<file path="src/rtl/reg_pipe_hs.sv">
// reg_pipe_hs: parametrised valid/ready pipeline register.
// Carries N-bit data through STAGES register stages. Each stage has its own
// valid bit, and empty stages collapse under a downstream stall.
// A synchronous flush drops in-flight data. Reset is synchronous and has
// priority over flush.
// Optional feature: define REG_PIPE_OCC_EN to add the registered `occupancy`
// output (count of valid stages).
module reg_pipe_hs #(
    parameter int N      = 8,
    parameter int STAGES = 2
) (
    input  logic         clock,
    input  logic         reset,
    input  logic         flush,
    input  logic         in_valid,
    output logic         in_ready,
    input  logic [N-1:0] in_data,
    output logic         out_valid,
    input  logic         out_ready,
    output logic [N-1:0] out_data
`ifdef REG_PIPE_OCC_EN
    ,
    output logic [$clog2(STAGES+1)-1:0] occupancy
`endif
);

    // Per-stage valid bits and data registers
    logic [STAGES-1:0] vld_q;
    logic [STAGES-1:0] vld_d;
    logic [N-1:0]      data_q [STAGES];

    // Combinational helpers: ready chain, incoming valid/data, load enables
    logic [STAGES-1:0] rdy;
    logic [STAGES-1:0] inc_vld;
    logic [STAGES-1:0] load;
    logic [N-1:0]      src [STAGES];

    // Ready chain from the output stage back to the input stage; a stage is ready when empty or when its successor is ready
    always_comb begin
        logic r;
        rdy = '0;
        r   = ~vld_q[STAGES-1] | out_ready;
        rdy[STAGES-1] = r;
        for (int k = STAGES - 2; k >= 0; k--) begin
            r      = ~vld_q[k] | r;
            rdy[k] = r;
        end
    end

    // Valid and data presented to each stage by its predecessor (the producer for stage 0)
    always_comb begin
        inc_vld    = '0;
        src[0]     = in_data;
        inc_vld[0] = in_valid;
        for (int k = 1; k < STAGES; k++) begin
            inc_vld[k] = vld_q[k-1];
            src[k]     = data_q[k-1];
        end
    end

    // Next-state valids and data load enables; flush empties every stage and freezes the data
    always_comb begin
        vld_d = vld_q;
        load  = '0;
        if (flush) begin
            vld_d = '0;
        end else begin
            for (int k = 0; k < STAGES; k++) begin
                if (rdy[k]) begin
                    vld_d[k] = inc_vld[k];
                    load[k]  = inc_vld[k];
                end
            end
        end
    end

    // Valid register per stage
    always_ff @(posedge clock) begin
        if (reset) begin
            vld_q <= '0;
        end else begin
            vld_q <= vld_d;
        end
    end

    // Data registers load only on a real incoming word, so bubbles leave them untouched
    always_ff @(posedge clock) begin
        if (reset) begin
            for (int k = 0; k < STAGES; k++) begin
                data_q[k] <= '0;
            end
        end else begin
            for (int k = 0; k < STAGES; k++) begin
                if (load[k]) begin
                    data_q[k] <= src[k];
                end
            end
        end
    end

    assign in_ready  = rdy[0] & ~flush;
    assign out_valid = vld_q[STAGES-1];
    assign out_data  = data_q[STAGES-1];

`ifdef REG_PIPE_OCC_EN
    localparam int OW = $clog2(STAGES + 1);

    logic [OW-1:0] occ_q;
    logic [OW-1:0] occ_d;

    // Occupancy next state is the population count of the next-state valids
    always_comb begin
        occ_d = '0;
        for (int k = 0; k < STAGES; k++) begin
            occ_d = occ_d + OW'(vld_d[k]);
        end
    end

    // Occupancy register updates on the same edge as the valid bits
    always_ff @(posedge clock) begin
        if (reset) begin
            occ_q <= '0;
        end else begin
            occ_q <= occ_d;
        end
    end

    assign occupancy = occ_q;
`endif

endmodule

</file>
<file path="config.mk">
export PLATFORM = sky130hd
export DESIGN_NAME = reg_pipe_hs
export DESIGN_NICKNAME = d
export VERILOG_FILES = /design/src/rtl/reg_pipe_hs.sv
export SDC_FILE = /design/constraint.sdc
export NUM_CORES = 1
export LEC_CHECK = 0
export CAP_MARGIN = 20
export CORE_AREA = 2 2 46 48
export DETAILED_ROUTE_END_ITERATION = 6
export DIE_AREA = 0 0 48 50
export PLACE_DENSITY_LB_ADDON = 0.12
export SYNTH_ARGS = -nofsm -noshare
export SYNTH_HDL_FRONTEND = slang
export SYNTH_SLANG_ARGS = --single-unit
export TNS_END_PERCENT = 20
</file>
<file path="constraint.sdc">
create_clock -name clock -period 5.3 [get_ports clock]
set_clock_uncertainty 0.2 [all_clocks]
set_input_delay 1.325 -clock clock [delete_from_list [all_inputs] [get_ports clock]]
set_output_delay 1.325 -clock clock [all_outputs]
set_load 0.005 [all_outputs]
</file>
# Yosys cells after proc, flatten, opt, wreduce, memory -nomap -nowiden
# Memories as Yosys holds them, arrays and structs flattened.
# Index checks and enable logic that the tools add are counted.
# W data, S select, Z words.
dict set report totals {
  reg_bits 2
  mem_bits_rw 16
  input_bits 13
  output_inout_bits 10
  word_cells 25
  n_memories 1
}
dict set report classes {
  n_mux 13
  bitwise 8
  n_reduce_logical 1
}
# name words word_bits rd rd_ports_with_merged_regs write_ports line_no
set mem_list {}
lappend mem_list {data_q 2 8 2 0 2 30} ;# logic [N-1:0] data_q [STAGES];
# op count
set ops {}
lappend ops {{$mux W8} 2}
lappend ops {{$mux W1} 10}
lappend ops {{$or A1 B1 Y1} 4}
lappend ops {{$not A1 Y1} 3}
lappend ops {{$mux W2} 1}
lappend ops {{$reduce_or A2 Y1} 1}
lappend ops {{$and A1 B1 Y1} 1}

# Longest topological paths before layout
dict set report depth {
  ltp_word 9
  ltp_mapped 4
  mapped_depth_nobuf 2
}

# Worst setup path after synthesis
# Ideal clock, no wire load.
dict set report synth_path {
  kind {in2out}
  from {input port out_ready}
  to {output port in_ready}
  arrival_ps 1910
  required_time_ps 3775
  setup_slack_ps 1865
  stages 4
  n_path_buf 2
  cell_sequence {and3b_1 -> buf_2 -> buf_6 -> nor2_1}
}
dict set report synth_via {
  elab_chain_cells 3
}
# item line_no
set synth_lines {}
lappend synth_lines {{from (decl)} 19} ;# input logic out_ready,
lappend synth_lines {{$or A1 B1 Y1} 42} ;# r = ~vld_q[STAGES-1] | out_ready;
lappend synth_lines {{$or A1 B1 Y1} 45} ;# r = ~vld_q[k] | r;
lappend synth_lines {{$and A1 B1 Y1} 101} ;# assign in_ready = rdy[0] & ~flush;
lappend synth_lines {{to (decl)} 16} ;# output logic in_ready,
# No other way between the ends.

# Final worst setup path
# Same ends and word-level chain as after synthesis.

==> results.md <==
Yosys:
- The number of enable flip-flop cells after synthesis is 16.
- The synthesized area per cell is 15.4 um2.
- Yosys printed 0 warnings.
- The largest total area in the synthesized netlist belongs to sky130_fd_sc_hd__edfxtp_1.
- The register bit count reported by yosys is 18.
- Sorting the synthesized cells by area gives the leading types as sky130_fd_sc_hd__edfxtp_1 (53%), sky130_fd_sc_hd__nor4b_2 (12%), sky130_fd_sc_hd__nor4b_1 (7.7%).
- The count of unique library cells instantiated by Yosys is 18.
- The main flop type after synthesis is sky130_fd_sc_hd__edfxtp_1.
- Counting every net in the synthesized netlist gives 72.
- The area share of the leading cell type in the synthesized netlist is 0.529.
- The share of flip-flops with an asynchronous set or reset is 0.
- The cell area that synthesis handed to floorplanning was 908 um2.
- Of the synthesized area, sequential elements account for 0.573.
- After technology mapping, the gate count stands at 59.

Power and ir drop:
- The reported leakage power is 0.000347 uW.
- In this run the power density over the cells is 249 nW/um2.
- The largest voltage drop on the vdd net is 0.151 mV.

Critical path:
- The cell with the most instances on the worst path is sky130_fd_sc_hd__clkdlybuf4s50_1.
- The critical path goes through clkdlybuf4s50_1 > and3b_1 > nor2_1 > clkdlybuf4s50_1.
- The cell family contributing the most delay on the critical path is buffers and inverters.
- The element type at the critical path start is an input port.
- Together, buffers and inverters on the worst path number 2.
- The worst setup path is captured at an output pin.
- Data on the critical path arrives at its endpoint at 3.06 ns.
- Data on the critical path is required at its endpoint by 3.77 ns.
- The largest fanout on the critical path is 19.
- The slowest stage of the critical path is the sky130_fd_sc_hd__and3b_1 cell.
- By startpoint and endpoint, the worst setup path is classified as in2out.
- For this run, the slowest stage of the critical path takes 0.78 ns.

Floorplanning:
- The cell row count is 16.
- The die height is 50 um.
- The initial utilization of the core area, before any placement, comes to 0.478.
- The number of I/O pins is 23.
- The horizontal die dimension is 48 um.
- The die covers 2400 um2.
- The core box area is 1900 um2.

STA:
- Setup violations remaining at the end of the flow were counted as 0.
- Setup repair after global routing left no endpoint under its margin.
- The share of the cycle needed by the critical path after routing is 0.865.
- The post-layout minimum cycle time is 4.58 ns.
- The number of failing hold endpoints at the final stage came to 0.
- The worst pin sits at a relative slew slack of 0.429.
- Hold is met by 0.296 ns.
- The max-slew violation total from the final report is 0.
- Setup total negative slack on the finished layout was measured at 0 ns.
- The maximum operating frequency is 0.218 GHz.
- The transition at the pin with the smallest max-transition slack is 0.856 ns.

Global routing:
- The total grt overflow is 0.
- The via count of the first global-routing pass is 468.
- The maximum number of pins on one net before global-route repair is 20.
- The global-route wire length before repair is 2200 um.
- The initial antenna violation count is 0.
- The total track usage is 0.133.

CTS:
- After clock tree synthesis, the repair step resized 0 gates.
- The clock net in this run drives a total of 18 sinks.
- The H-tree depth is 1.
- After clock tree synthesis, the flow added hold-fix buffers numbering 0.
- TritonCTS built the clock tree.
- The number of clock buffers added by TritonCTS is 3.
- The insertion delay of the later-clocked pin in the worst-skew pair is 0.30 ns.
- The buffer count from post-CTS setup fixing is 0.
- The clock transition time at the flip-flop clock pins of the worst setup and hold paths is 0.10 ns.
- The library cell used as clock root buffer is sky130_fd_sc_hd__clkbuf_4.
- The longest clock path from root to sink contains 2 buffers.

Placement:
- Once detailed placement completed, the half-perimeter wirelength came to 865 um.
- At the end of routability-driven placement, the weighted congestion stood at 0.613.
- The count of buffers added on input and output ports is 22.

Route:
- The number of vias after detailed routing is 509.
- The final routed wire length divided by cell count is 13.1 um.
- The DRC violation count after routing is 0.
- The number of violations reported at the end of detailed-routing iteration 0 is 5.
- The number of search-and-repair iterations in the first detailed-routing pass is 4.
- Once detail routing completed, the nets flagged for antenna violations numbered 0.
- The sum of routed wire length over all layers is 1290 um.
- Using the TritonRoute via totals, the vias-per-cell ratio works out to 5.14.

Final layout:
- The total number of nets in the final design is 87.
- The count of fill cells added during filler insertion is 152.
- The area added between synthesis and finish is 18.6%.
- The number of antenna diodes in the final layout is 0.
- The area of all sequential standard cells is 520 um2.
- Summing all multi-input logic gate instances after layout gives 265 um2.
- The fraction of final layout cells sized beyond drive strength 1 is 0.194.

Status:
- The run finished with clean final reports.

Worst hold path:
- The class of the tightest hold or removal check is reg2reg.

Run:
- The reported max-cap violation count is 0.
cell usage after synthesis, types with 2 or more instances:
cell,number
sky130_fd_sc_hd__inv_1,2
sky130_fd_sc_hd__edfxtp_1,16
sky130_fd_sc_hd__nor2_1,2
sky130_fd_sc_hd__nor4b_2,7
sky130_fd_sc_hd__buf_4,9
sky130_fd_sc_hd__nand2b_1,2
sky130_fd_sc_hd__nor4b_1,8
sky130_fd_sc_hd__dfxtp_1,2
sky130_fd_sc_hd__buf_6,2
final timing paths:
check	startpoint	to	slack, ns	cells after the start
setup / recovery	out_ready	in_ready	0.72	4
hold reg to reg	vld_q[0]	vld_q[1]	0.30	2
setup reg to reg	vld_q[0]	data_q[0][5]	3.16	2
hold / removal	vld_q[0]	vld_q[1]	0.30	2
flip-flops by register name (all words and copies together), names as in the netlist:
register  cells
vld_q         2
data_q       16
routing by layer:
metal / up-vias / share of wire / track usage
met5: - / 0 / 0
met4: 0 / 0.021 / 0.0676
met3: 2 / 0.057 / 0.0330
met2: 21 / 0.45 / 0.187
met1: 242 / 0.47 / 0.186
li1: 244 / - / -
cell families (layout without fill, tap and decap cells):
family / count (synthesis) / count (layout) / share of synthesized area
and+or+nand+nor: 22 / 22 / 0.258
AOI/OAI and AO/OA: 4 / 4 / 0.0344
DFF: 18 / 18 / 0.573
buffers and inverters: 15 / 28 / 0.135
cells in the final DEF, fill, tap and decap left out, drive strengths merged:
master / count
a21oi: 1
a31o: 1
and3b: 1
buf: 1
clkbuf: 3
clkdlybuf4s50: 22
dfxtp: 2
edfxtp: 16
inv: 2
nand2b: 2
nor2: 2
nor4b: 16
o21ba: 1
o21bai: 1
or2: 1
per-stage QoR:
stage | power, uW | utilization | setup WS, ns | cell area, um2 | cells
5_1_grt | 279 | 0.566 | 0.563 | 1080 | 99
3_5_place_dp | 202 | 0.555 | 0.718 | 1050 | 96
4_1_cts | 269 | 0.566 | 0.711 | 1080 | 99
6_report | 268 | 0.566 | 0.718 | 1080 | 99
3_3_place_gp | 202 | 0.555 | 0.715 | 1050 | 96
2_1_floorplan | 190 | - | 1.86 | 908 | 59
area by class of cell:
| class | count | share of cell area |
|---|---|---|
| flip-flops and latches | 18 | 0.483 |
| multi-input cells | 26 | 0.246 |
| repair buffers | 23 | 0.211 |
| well taps | 27 | 0.0314 |
| clock buffers | 3 | 0.0209 |
| inverters | 2 | 0.00697 |
worst reg2reg max path, stage by stage, from the launching register on:
cell                       delay, ns
sky130_fd_sc_hd__dfxtp_1        0.39
sky130_fd_sc_hd__and3b_1        0.74
sky130_fd_sc_hd__o21bai_1       0.47
power breakdown:
part / internal (uW) / total, uW / leakage (uW) / switching [uW]
Sequential: 163 / 165 / 0.000185 / 2.00
Clock: 26.5 / 69.0 / 0.0000138 / 42.5
Combinational: 20.6 / 34.1 / 0.000148 / 13.5
Total: 210 / 268 / 0.000347 / 58.0
Note: power is estimated with default switching activity, not from simulation.
